### src/rtl/fwnoc_pkg.sv
// Shared fwnoc definitions: header flit layout, FSM state encodings and
// header pack/unpack helpers. Routers and endpoints both import this.
package fwnoc_pkg;

    localparam int FLIT_W  = 32;
    localparam int COORD_W = 4;
    localparam int LEN_W   = 8;
    localparam int TAG_W   = 8;

    // Bit offsets of each header field inside a header flit.
    localparam int HDR_DST_X_LSB = 0;
    localparam int HDR_DST_Y_LSB = 4;
    localparam int HDR_SRC_X_LSB = 8;
    localparam int HDR_SRC_Y_LSB = 12;
    localparam int HDR_LEN_LSB   = 16;
    localparam int HDR_TAG_LSB   = 24;

    // Packet FSM states; TX uses IDLE/HDR/PAY, RX additionally uses DROP.
    typedef enum logic [1:0] {
        ST_IDLE = 2'd0,
        ST_HDR  = 2'd1,
        ST_PAY  = 2'd2,
        ST_DROP = 2'd3
    } fwnoc_state_e;

    // Member order matches the flit layout: tag in [31:24] down to dst_x in [3:0].
    typedef struct packed {
        logic [TAG_W-1:0]   tag;
        logic [LEN_W-1:0]   len;
        logic [COORD_W-1:0] src_y;
        logic [COORD_W-1:0] src_x;
        logic [COORD_W-1:0] dst_y;
        logic [COORD_W-1:0] dst_x;
    } fwnoc_hdr_t;

    function automatic logic [FLIT_W-1:0] pack_hdr(input fwnoc_hdr_t h);
        logic [FLIT_W-1:0] f;
        f = '0;
        f[HDR_DST_X_LSB +: COORD_W] = h.dst_x;
        f[HDR_DST_Y_LSB +: COORD_W] = h.dst_y;
        f[HDR_SRC_X_LSB +: COORD_W] = h.src_x;
        f[HDR_SRC_Y_LSB +: COORD_W] = h.src_y;
        f[HDR_LEN_LSB   +: LEN_W]   = h.len;
        f[HDR_TAG_LSB   +: TAG_W]   = h.tag;
        return f;
    endfunction

    function automatic fwnoc_hdr_t unpack_hdr(input logic [FLIT_W-1:0] f);
        fwnoc_hdr_t h;
        h.dst_x = f[HDR_DST_X_LSB +: COORD_W];
        h.dst_y = f[HDR_DST_Y_LSB +: COORD_W];
        h.src_x = f[HDR_SRC_X_LSB +: COORD_W];
        h.src_y = f[HDR_SRC_Y_LSB +: COORD_W];
        h.len   = f[HDR_LEN_LSB   +: LEN_W];
        h.tag   = f[HDR_TAG_LSB   +: TAG_W];
        return h;
    endfunction

endpackage

### src/rtl/fwnoc_ep_rx.sv
// RX half of the endpoint: accepts packets from the router egress port,
// checks the destination, presents the header, then streams the payload.
// Misrouted packets raise a one-cycle rx_err and their payload is discarded.
//
// All streams use valid/ready: a beat transfers on a clock edge where both
// are high; once valid is raised it and its data hold until ready is seen.
module fwnoc_ep_rx
    import fwnoc_pkg::*;
#(
    parameter int unsigned X_ID = 0,
    parameter int unsigned Y_ID = 0
) (
    input  logic               clock,
    input  logic               reset,

    input  logic               noc_i_valid,
    output logic               noc_i_ready,
    input  logic [FLIT_W-1:0]  noc_i_dat,

    output logic               rx_hdr_valid,
    input  logic               rx_hdr_ready,
    output logic [COORD_W-1:0] rx_src_x,
    output logic [COORD_W-1:0] rx_src_y,
    output logic [LEN_W-1:0]   rx_len,
    output logic [TAG_W-1:0]   rx_tag,

    output logic               rxd_valid,
    input  logic               rxd_ready,
    output logic [FLIT_W-1:0]  rxd_dat,
    output logic               rxd_last,

    output logic               rx_err,
    output logic [1:0]         dbg_state
);

    fwnoc_state_e       state, state_nxt;
    logic [LEN_W-1:0]   cnt;
    fwnoc_hdr_t         hdr_in;
    logic               dst_match;

    assign hdr_in    = unpack_hdr(noc_i_dat);
    assign dst_match = (hdr_in.dst_x == COORD_W'(X_ID)) && (hdr_in.dst_y == COORD_W'(Y_ID));
    assign rxd_dat   = noc_i_dat;
    assign dbg_state = state;

    // Next-state and handshake outputs; payload beats pass straight through.
    always_comb begin
        state_nxt    = state;
        noc_i_ready  = 1'b0;
        rx_hdr_valid = 1'b0;
        rxd_valid    = 1'b0;
        rxd_last     = 1'b0;
        unique case (state)
            ST_IDLE: begin
                noc_i_ready = 1'b1;
                if (noc_i_valid) begin
                    if (dst_match)
                        state_nxt = ST_HDR;
                    else if (hdr_in.len != '0)
                        state_nxt = ST_DROP;
                end
            end
            ST_HDR: begin
                rx_hdr_valid = 1'b1;
                if (rx_hdr_ready)
                    state_nxt = (cnt != '0) ? ST_PAY : ST_IDLE;
            end
            ST_PAY: begin
                rxd_valid   = noc_i_valid;
                noc_i_ready = rxd_ready;
                rxd_last    = (cnt == LEN_W'(1));
                if (noc_i_valid && rxd_ready && cnt == LEN_W'(1))
                    state_nxt = ST_IDLE;
            end
            ST_DROP: begin
                noc_i_ready = 1'b1;
                if (noc_i_valid && cnt == LEN_W'(1))
                    state_nxt = ST_IDLE;
            end
            default: state_nxt = ST_IDLE;
        endcase
    end

    // State, beat counter, captured header fields and the error pulse.
    always_ff @(posedge clock) begin
        if (reset) begin
            state    <= ST_IDLE;
            cnt      <= '0;
            rx_src_x <= '0;
            rx_src_y <= '0;
            rx_len   <= '0;
            rx_tag   <= '0;
            rx_err   <= 1'b0;
        end else begin
            state  <= state_nxt;
            rx_err <= 1'b0;
            unique case (state)
                ST_IDLE: begin
                    if (noc_i_valid) begin
                        rx_src_x <= hdr_in.src_x;
                        rx_src_y <= hdr_in.src_y;
                        rx_len   <= hdr_in.len;
                        rx_tag   <= hdr_in.tag;
                        cnt      <= hdr_in.len;
                        rx_err   <= !dst_match;
                    end
                end
                ST_PAY: begin
                    // cnt is never zero here; the guard keeps it from wrapping.
                    if (noc_i_valid && rxd_ready && cnt != '0)
                        cnt <= cnt - LEN_W'(1);
                end
                ST_DROP: begin
                    if (noc_i_valid && cnt != '0)
                        cnt <= cnt - LEN_W'(1);
                end
                default: ;
            endcase
        end
    end

endmodule

### src/rtl/fwnoc_ep.sv
// fwnoc network endpoint: host side of a router's home port. TX builds a
// header flit plus payload flits for the router ingress; RX (sub-module)
// unpacks packets from the router egress for the host.
//
// All streams use valid/ready: a beat transfers on a clock edge where both
// are high; once valid is raised it and its data hold until ready is seen.
module fwnoc_ep
    import fwnoc_pkg::*;
#(
    parameter int unsigned X_ID = 0,
    parameter int unsigned Y_ID = 0
) (
    input  logic               clock,
    input  logic               reset,

    output logic               noc_e_valid,
    input  logic               noc_e_ready,
    output logic [FLIT_W-1:0]  noc_e_dat,

    input  logic               noc_i_valid,
    output logic               noc_i_ready,
    input  logic [FLIT_W-1:0]  noc_i_dat,

    input  logic               tx_valid,
    output logic               tx_ready,
    input  logic [COORD_W-1:0] tx_dst_x,
    input  logic [COORD_W-1:0] tx_dst_y,
    input  logic [LEN_W-1:0]   tx_len,
    input  logic [TAG_W-1:0]   tx_tag,

    input  logic               txd_valid,
    output logic               txd_ready,
    input  logic [FLIT_W-1:0]  txd_dat,

    output logic               rx_hdr_valid,
    input  logic               rx_hdr_ready,
    output logic [COORD_W-1:0] rx_src_x,
    output logic [COORD_W-1:0] rx_src_y,
    output logic [LEN_W-1:0]   rx_len,
    output logic [TAG_W-1:0]   rx_tag,

    output logic               rxd_valid,
    input  logic               rxd_ready,
    output logic [FLIT_W-1:0]  rxd_dat,
    output logic               rxd_last,

    output logic               rx_err,

    output logic [1:0]         dbg_tx_state,
    output logic [1:0]         dbg_rx_state
);

    fwnoc_state_e      tx_state, tx_state_nxt;
    logic [LEN_W-1:0]  tx_cnt;
    logic [FLIT_W-1:0] tx_hdr;
    fwnoc_hdr_t        tx_hdr_new;

    assign dbg_tx_state = tx_state;

    // Header for the command on the TX port; source is always this endpoint.
    always_comb begin
        tx_hdr_new       = '0;
        tx_hdr_new.dst_x = tx_dst_x;
        tx_hdr_new.dst_y = tx_dst_y;
        tx_hdr_new.src_x = COORD_W'(X_ID);
        tx_hdr_new.src_y = COORD_W'(Y_ID);
        tx_hdr_new.len   = tx_len;
        tx_hdr_new.tag   = tx_tag;
    end

    // TX next-state and outputs; payload flits pass through with no latency.
    always_comb begin
        tx_state_nxt = tx_state;
        tx_ready     = 1'b0;
        txd_ready    = 1'b0;
        noc_e_valid  = 1'b0;
        noc_e_dat    = tx_hdr;
        unique case (tx_state)
            ST_IDLE: begin
                tx_ready = 1'b1;
                if (tx_valid)
                    tx_state_nxt = ST_HDR;
            end
            ST_HDR: begin
                noc_e_valid = 1'b1;
                if (noc_e_ready)
                    tx_state_nxt = (tx_cnt != '0) ? ST_PAY : ST_IDLE;
            end
            ST_PAY: begin
                noc_e_valid = txd_valid;
                noc_e_dat   = txd_dat;
                txd_ready   = noc_e_ready;
                if (txd_valid && noc_e_ready && tx_cnt == LEN_W'(1))
                    tx_state_nxt = ST_IDLE;
            end
            default: tx_state_nxt = ST_IDLE;
        endcase
    end

    // TX state, registered header and remaining-payload counter.
    always_ff @(posedge clock) begin
        if (reset) begin
            tx_state <= ST_IDLE;
            tx_cnt   <= '0;
            tx_hdr   <= '0;
        end else begin
            tx_state <= tx_state_nxt;
            if (tx_state == ST_IDLE && tx_valid) begin
                tx_hdr <= pack_hdr(tx_hdr_new);
                tx_cnt <= tx_len;
            end else if (tx_state == ST_PAY && txd_valid && noc_e_ready && tx_cnt != '0) begin
                tx_cnt <= tx_cnt - LEN_W'(1);
            end
        end
    end

    fwnoc_ep_rx #(
        .X_ID (X_ID),
        .Y_ID (Y_ID)
    ) u_rx (
        .clock        (clock),
        .reset        (reset),
        .noc_i_valid  (noc_i_valid),
        .noc_i_ready  (noc_i_ready),
        .noc_i_dat    (noc_i_dat),
        .rx_hdr_valid (rx_hdr_valid),
        .rx_hdr_ready (rx_hdr_ready),
        .rx_src_x     (rx_src_x),
        .rx_src_y     (rx_src_y),
        .rx_len       (rx_len),
        .rx_tag       (rx_tag),
        .rxd_valid    (rxd_valid),
        .rxd_ready    (rxd_ready),
        .rxd_dat      (rxd_dat),
        .rxd_last     (rxd_last),
        .rx_err       (rx_err),
        .dbg_state    (dbg_rx_state)
    );

endmodule

### config.mk
export PLATFORM = sky130hd
export DESIGN_NAME = fwnoc_ep
export DESIGN_NICKNAME = d
export VERILOG_FILES = /design/src/rtl/fwnoc_pkg.sv /design/src/rtl/fwnoc_ep_rx.sv /design/src/rtl/fwnoc_ep.sv
export SDC_FILE = /design/constraint.sdc
export NUM_CORES = 1
export LEC_CHECK = 0
export CAP_MARGIN = 20
export CORE_MARGIN = 2
export CORE_UTILIZATION = 30
export CTS_BUF_LIST = sky130_fd_sc_hd__clkbuf_2
export DETAILED_ROUTE_END_ITERATION = 7
export GPL_ROUTABILITY_DRIVEN = 0
export GPL_TIMING_DRIVEN = 0
export SLEW_MARGIN = 20
export SYNTH_ARGS = -nofsm -noshare
export SYNTH_HDL_FRONTEND = slang
export SYNTH_SLANG_ARGS = --single-unit
### constraint.sdc
create_clock -name clock -period 5.64 [get_ports clock]
set_input_delay 1.128 -clock clock [delete_from_list [all_inputs] [get_ports clock]]
set_output_delay 1.128 -clock clock [all_outputs]
set_load 0.1 [all_outputs]
Word level (Yosys, flattened, before mapping):

Cells that the tools add are included.

* add/subtract/negate cells: 2
* multiplexer cells: 27
* equality and inequality tests: 17
* reduce and logical (&&, ||, !) cells: 28
* bitwise gates (word level): 2

Operator list (count)
* 8-bit 2-to-1 mux: 5
* 32-bit 2-to-1 mux: 1
* 8-bit case mux with 3 select lines: 1
* 8-bit nonzero test: 3
* 2-bit 2-to-1 mux: 11
* 8-bit by 1-bit equality test with 1-bit output (second input constant): 2
* 8-bit by 1-bit subtractor with 8-bit output (second input constant): 2
* 1-bit logical AND: 12
* 2-bit inequality test (second input constant): 5
* 4-bit zero test: 2
* 2-bit by 1-bit inequality test with 1-bit output (second input constant): 4
* 2-bit case mux with 4 select lines: 1
* 2-bit equality test (second input constant): 3
* 2-bit case mux with 3 select lines: 1
* 1-bit 2-to-1 mux: 5
* 5-bit AND reduction: 1
* 2-bit by 1-bit equality test with 1-bit output (second input constant): 2
* 2-bit zero test: 2
* 1-bit case mux with 2 select lines: 2
* 4-bit AND reduction: 1
* 3-bit by 1-bit inequality test with 1-bit output (second input constant): 1
* 3-bit AND reduction: 1
* 3-bit nonzero test: 1
* 3-bit OR reduction: 1
* other kinds (5): 6

* register bits after elaboration: 69
* input port bits: 96
* output and inout port bits: 100

Depth between registers and ports, before layout:

* depth in word-level cells: 6
* mapped depth: 8

Hierarchy:

A second synthesis with hierarchy kept.

* cell total of the unflattened synthesis: 477
* area total of the unflattened synthesis: 3858.7 sq um

Modules (own cells, without submodules)
* fwnoc_ep_rx: area each 1965.6 sq um, cells an instance 254, times used 1
* fwnoc_ep: area each 1893.1 sq um, cells an instance 223, times used 1

Least setup slack after synthesis:

No wires, ideal clock.

* kind: reg-to-output
* from: register u_rx.state[1] (netlist: u_rx.dbg_state[1])
* to: output port noc_i_ready
* data required time: 4512 ps
* cell stages (with the launch flop): 5
* slack: 1417 ps
* arrival: 3095 ps
* path through: dfxtp_1 inv_1 ha_1 clkbuf_1 a21oi_1

* cells in the longest elaborated chain, start to end: 3
* elaborated cells on any way between the ends: 5

Ends and longest elaborated chain
* start, declared: line fwnoc_ep_rx.sv:36 `fwnoc_state_e state, state_nxt;`
* start signal, assigned: line fwnoc_ep_rx.sv:95 `state <= state_nxt;`
* 2-bit equality test or 2-bit zero test (tied branches): line fwnoc_ep_rx.sv:53 `unique case (state)`
* 2-bit OR reduction (no line)
* 1-bit case mux with 2 select lines (*): line fwnoc_ep_rx.sv:53
* end, declared: line fwnoc_ep.sv:21 `output logic noc_i_ready,`

Every way passes the cells marked *; elsewhere a longest branch is shown, timed or not.

Final worst setup path:

* from: register tx_state[0] (netlist: dbg_tx_state[0])
* to: output port noc_e_dat[20]

* cells in the longest elaborated chain, start to end: 2

Ends and longest elaborated chain
* start, declared: line fwnoc_ep.sv:53 `fwnoc_state_e tx_state, tx_state_nxt;`
* start signal, assigned: line fwnoc_ep.sv:107 `tx_state <= tx_state_nxt;`
* 2-bit equality test: line fwnoc_ep.sv:78 `unique case (tx_state)`
* 32-bit 2-to-1 mux: line fwnoc_ep.sv:78
* end, declared: line fwnoc_ep.sv:18 `output logic [FLIT_W-1:0] noc_e_dat,`

Every way passes these cells.

==> flow_summary.html <==
<table>
<tr><th>Metric</th><th>Value</th></tr>
<tr><th colspan="2">Clocking</th></tr>
<tr><td>Cts-stage hold buffer count</td><td>0</td></tr>
<tr><td>CTS Buffer Depth</td><td>2</td></tr>
<tr><td>Max H-tree Level</td><td>3</td></tr>
<tr><td>Post_cts resized</td><td>0</td></tr>
<tr><td>Clk sinks</td><td>69</td></tr>
<tr><td>Clock tree from TritonCTS</td><td>done</td></tr>
<tr><td>Worst skew pair latency</td><td>~0.52 ns</td></tr>
<tr><td>Post-CTS setup repair buffer count</td><td>0</td></tr>
<tr><td>Num CTS Buffers</td><td>9</td></tr>
<tr><td>Clock root buffer master</td><td>clkbuf_2</td></tr>
<tr><td>Clock-pin slew on the worst setup and hold paths</td><td>0.20 ns</td></tr>
<tr><th colspan="2">Logic synthesis</th></tr>
<tr><td>Post-synthesis cell count</td><td>roughly 490</td></tr>
<tr><td>Share of async-settable or async-resettable flops after synthesis</td><td>0%</td></tr>
<tr><td>Syn Area/Cell</td><td>8.09 µm²</td></tr>
<tr><td>Number of distinct library cells after synthesis</td><td>59</td></tr>
<tr><td>Nets in the synthesized netlist</td><td>595</td></tr>
<tr><td>Count of flip-flops with a built-in enable after synthesis</td><td>0</td></tr>
<tr><td>Top_reg_cell synth</td><td>dfxtp_1</td></tr>
<tr><td>Seq/Total Area, Yosys</td><td>35.2%</td></tr>
<tr><td>Synthesized cell area</td><td>3930 µm²</td></tr>
<tr><td>Warnings, synthesis</td><td>0</td></tr>
<tr><td>Flip-flop and latch count after synthesis</td><td>69</td></tr>
<tr><th colspan="2">Place</th></tr>
<tr><td>Placed insts</td><td>852</td></tr>
<tr><td>Count of buffers inserted at the top-level ports</td><td>195</td></tr>
<tr><td>HPWL after detailed placement</td><td>10,000 µm</td></tr>
<tr><th colspan="2">Worst setup path</th></tr>
<tr><td>CP Class</td><td>flop to output pin</td></tr>
<tr><td>Worst r2r src</td><td>u_rx.dbg_state[0]</td></tr>
<tr><td>Category of the worst setup path capture point</td><td>output pin</td></tr>
<tr><td>Category of the worst setup path launch point</td><td>flop</td></tr>
<tr><td>Crit path from</td><td>dbg_tx_state[0]</td></tr>
<tr><td>Critical path required time</td><td>4.51 ns</td></tr>
<tr><td>Top fanout value on the critical path</td><td>10</td></tr>
<tr><td>Critical path data arrival time</td><td>3.36 ns</td></tr>
<tr><th colspan="2">Routing</th></tr>
<tr><td>Final routed wirelength across all metal layers</td><td>12,700 µm</td></tr>
<tr><td>Routed len/inst</td><td>14.6 µm</td></tr>
<tr><td>Post-detailed-route count of antenna-violating nets</td><td>0</td></tr>
<tr><td>Vias after detailed routing</td><td>4,114</td></tr>
<tr><td>Number of optimization iterations in the first detailed-route pass</td><td>4</td></tr>
<tr><td>Residual DRC count</td><td>0</td></tr>
<tr><td>Vias/cell</td><td>roughly 4.7</td></tr>
<tr><td>Detailed Route Iter0 Violations</td><td>153</td></tr>
<tr><th colspan="2">Worst hold path</th></tr>
<tr><td>Worst min-delay path startpoint</td><td>tx_hdr[31]</td></tr>
<tr><td>Worst min path class</td><td>flop to flop</td></tr>
<tr><th colspan="2">Floorplan</th></tr>
<tr><td>Die Span X</td><td>118 µm</td></tr>
<tr><td>Die footprint</td><td>14,000 µm²</td></tr>
<tr><td>Initial Util</td><td>30.9%</td></tr>
<tr><td>Boundary pin count</td><td>about 200</td></tr>
<tr><td>Placeable core area</td><td>12,700 µm²</td></tr>
<tr><td>Die boundary height</td><td>118 µm</td></tr>
<tr><td>Number of placement rows</td><td>41</td></tr>
<tr><th colspan="2">Global routing</th></tr>
<tr><td>GRT Resource Usage Total</td><td>a little under a fifth</td></tr>
<tr><td>Initial antenna violation count</td><td>1</td></tr>
<tr><td>Via count of the first global-routing pass</td><td>4,148</td></tr>
<tr><td>Wire length of the first global-routing pass</td><td>20,800 µm</td></tr>
<tr><td>Global route overflow</td><td>0</td></tr>
<tr><td>Largest net degree at the start of global routing</td><td>13</td></tr>
<tr><th colspan="2">Timing</th></tr>
<tr><td>Tcrit/Tclk final</td><td>between 70% and 80%</td></tr>
<tr><td>Headroom to the max-slew limit</td><td>between 30% and 40%</td></tr>
<tr><td>Hold violation total from the final report</td><td>0</td></tr>
<tr><td>Setup Total Neg Slack</td><td>0 ns</td></tr>
<tr><td>Fin Hold WS</td><td>between 0.4 and 0.5 ns</td></tr>
<tr><td>Time the worst path needs with I/O delays and setup</td><td>approximately 4.5 ns</td></tr>
<tr><td>Setup repair after global routing missed its margin</td><td>false</td></tr>
<tr><td>Least-Margin Pin Slew</td><td>between 1 and 1.5 ns</td></tr>
<tr><td>Worst clock skew</td><td>0.0310 ns</td></tr>
<tr><td>Peak Freq</td><td>223 MHz</td></tr>
<tr><td>Final Slew Violations</td><td>0</td></tr>
<tr><td>Number of failing setup endpoints in the final timing report</td><td>0</td></tr>
<tr><th colspan="2">Finish</th></tr>
<tr><td>Growth of design area from synthesis to finish</td><td>57.4%</td></tr>
<tr><td>Post-route insts no fill</td><td>868</td></tr>
<tr><td>Layout cell share with drive strength beyond 1</td><td>12.5%</td></tr>
<tr><td>Number of nets in the layout</td><td>801</td></tr>
<tr><th colspan="2">Run status</th></tr>
<tr><td>Status</td><td>complete, no violations</td></tr>
<tr><th colspan="2">Job</th></tr>
<tr><td>Number of maximum-capacitance violations</td><td>0</td></tr>
<tr><th colspan="2">Power and ir drop</th></tr>
<tr><td>Power Dens Cells</td><td>498 nW/µm²</td></tr>
<tr><td>Leakage dissipation</td><td>approximately 0.0023 µW</td></tr>
<tr><td>Peak ir drop on the vdd network</td><td>around 0.18 mV</td></tr>
</table>
[cell usage after synthesis (3+ instances only)]
cell      number  area, µm²
nand2_1      108        405
nand2b_1       4       25.0
o31ai_1        3       22.5
buf_2          3       15.0
a31oi_1        3       18.8
o211ai_1       5       37.5
and3_1         5       31.3
o21ai_0        5       25.0
mux2i_1        5       50.1
nor4_1         7       43.8
xnor2_1        3       26.3
buf_1          5       18.8
nor2_1        14       52.6
mux2_2        24        270
and2_1        16        100
clkbuf_1      19       71.3
nand4_1        3       18.8
inv_1         14       52.6
a211oi_1      10       75.1
a21oi_1       64        320
ha_1          14        175
buf_4         32        240
nor3_1         6       30.0
dfxtp_1       69       1380
[kinds of logic after synthesis]
logic type	synth area share (%)
xor+xnor	0.670
mux	8.45
buf+inv	10.4
compound gates	17.9
flops	35.2
fa+ha+maj	4.46
simple gates	22.9
[cells in the final DEF, fill, tap and decap left out, types with 3 or more instances in the layout]
| cell type | instances |
|---|---|
| o211ai_1 | 5 |
| nand4_1 | 3 |
| clkbuf_2 | 9 |
| o31ai_1 | 3 |
| a31oi_1 | 3 |
| clkbuf_1 | 19 |
| dfxtp_1 | 69 |
| clkdlybuf4s50_1 | 195 |
| mux2_2 | 24 |
| nand2b_1 | 4 |
| inv_1 | 14 |
| buf_4 | 32 |
| and3_1 | 5 |
| and2_1 | 16 |
| o21ai_0 | 5 |
| xnor2_1 | 3 |
| a21oi_1 | 64 |
| nor4_1 | 7 |
| nor3_1 | 6 |
| buf_1 | 5 |
| nand2_1 | 108 |
| ha_1 | 14 |
| mux2i_1 | 5 |
| buf_2 | 3 |
| clkinv_2 | 3 |
| a211oi_1 | 10 |
| nor2_1 | 14 |
[report_power, final]
group | internal, µW | total [µW] | switching, µW
sequential | 601 | 705 | 105
combinational | 617 | 2130 | 1510
clock | 55.6 | 244 | 189
[worst max-delay path: stages (launching register included)]
cell and delay [ns]:
dfxtp_1 0.38, inv_1 0.11, ha_1 0.20, buf_2 0.29, buf_1 0.48, mux2_2 0.26, clkdlybuf4s50_1 1.14
[metrics by stage]
| step | total power, µW | setup WS [ns] | util (%) | area (µm²) |
|---|---|---|---|---|
| final | 3080 | 1.16 | 48.6 | 6180 |
| after global placement | 2830 | 1.44 | 47.9 | 6090 |
| after floorplan | 2340 | 1.42 | - | 3930 |
| after global routing | 3250 | 0.903 | 48.6 | 6180 |
| after CTS | 3100 | 1.06 | 48.6 | 6180 |
| after detailed placement | 2850 | 1.45 | 47.9 | 6090 |
[sequential cells by signal, indices dropped and copies added (netlist names)]
name,cells
tx_hdr,24
tx_cnt,8
u_rx.cnt,8
u_rx.rx_len,8
u_rx.rx_tag,8
u_rx.rx_src_x,4
u_rx.rx_src_y,4
dbg_tx_state,2
u_rx.dbg_state,2
u_rx.rx_err,1
[layer usage]
metal	GRT usage [%]	share of wire (%)	vias up
li1	-	-	2071
met1	22.3	43	1918
met2	30.5	49	116
met3	5.60	7.1	9
met4	4.76	1.0	0
met5	0	0	-
[layout make-up]
type,count,area (µm²)
timing repair buffer,195,1950
tap,172,215
sequential,69,1380
fill,1293,6540
clock buffer,9,45.0
inverter,14,52.6
buffer,60,357
antenna,1,2.50
clock inverter,6,40.0
multi-input combinational,342,2130
[final timing paths]
check                       end  slack (ns)  cells past startpoint
hold reg to reg      tx_hdr[31]        0.47                      2
setup / recovery  noc_e_dat[20]        1.16                      6
setup reg to reg    u_rx.cnt[2]        3.45                      8
hold / removal       tx_hdr[31]        0.47                      2
No activity file was read; power rests on OpenSTA's default activity.
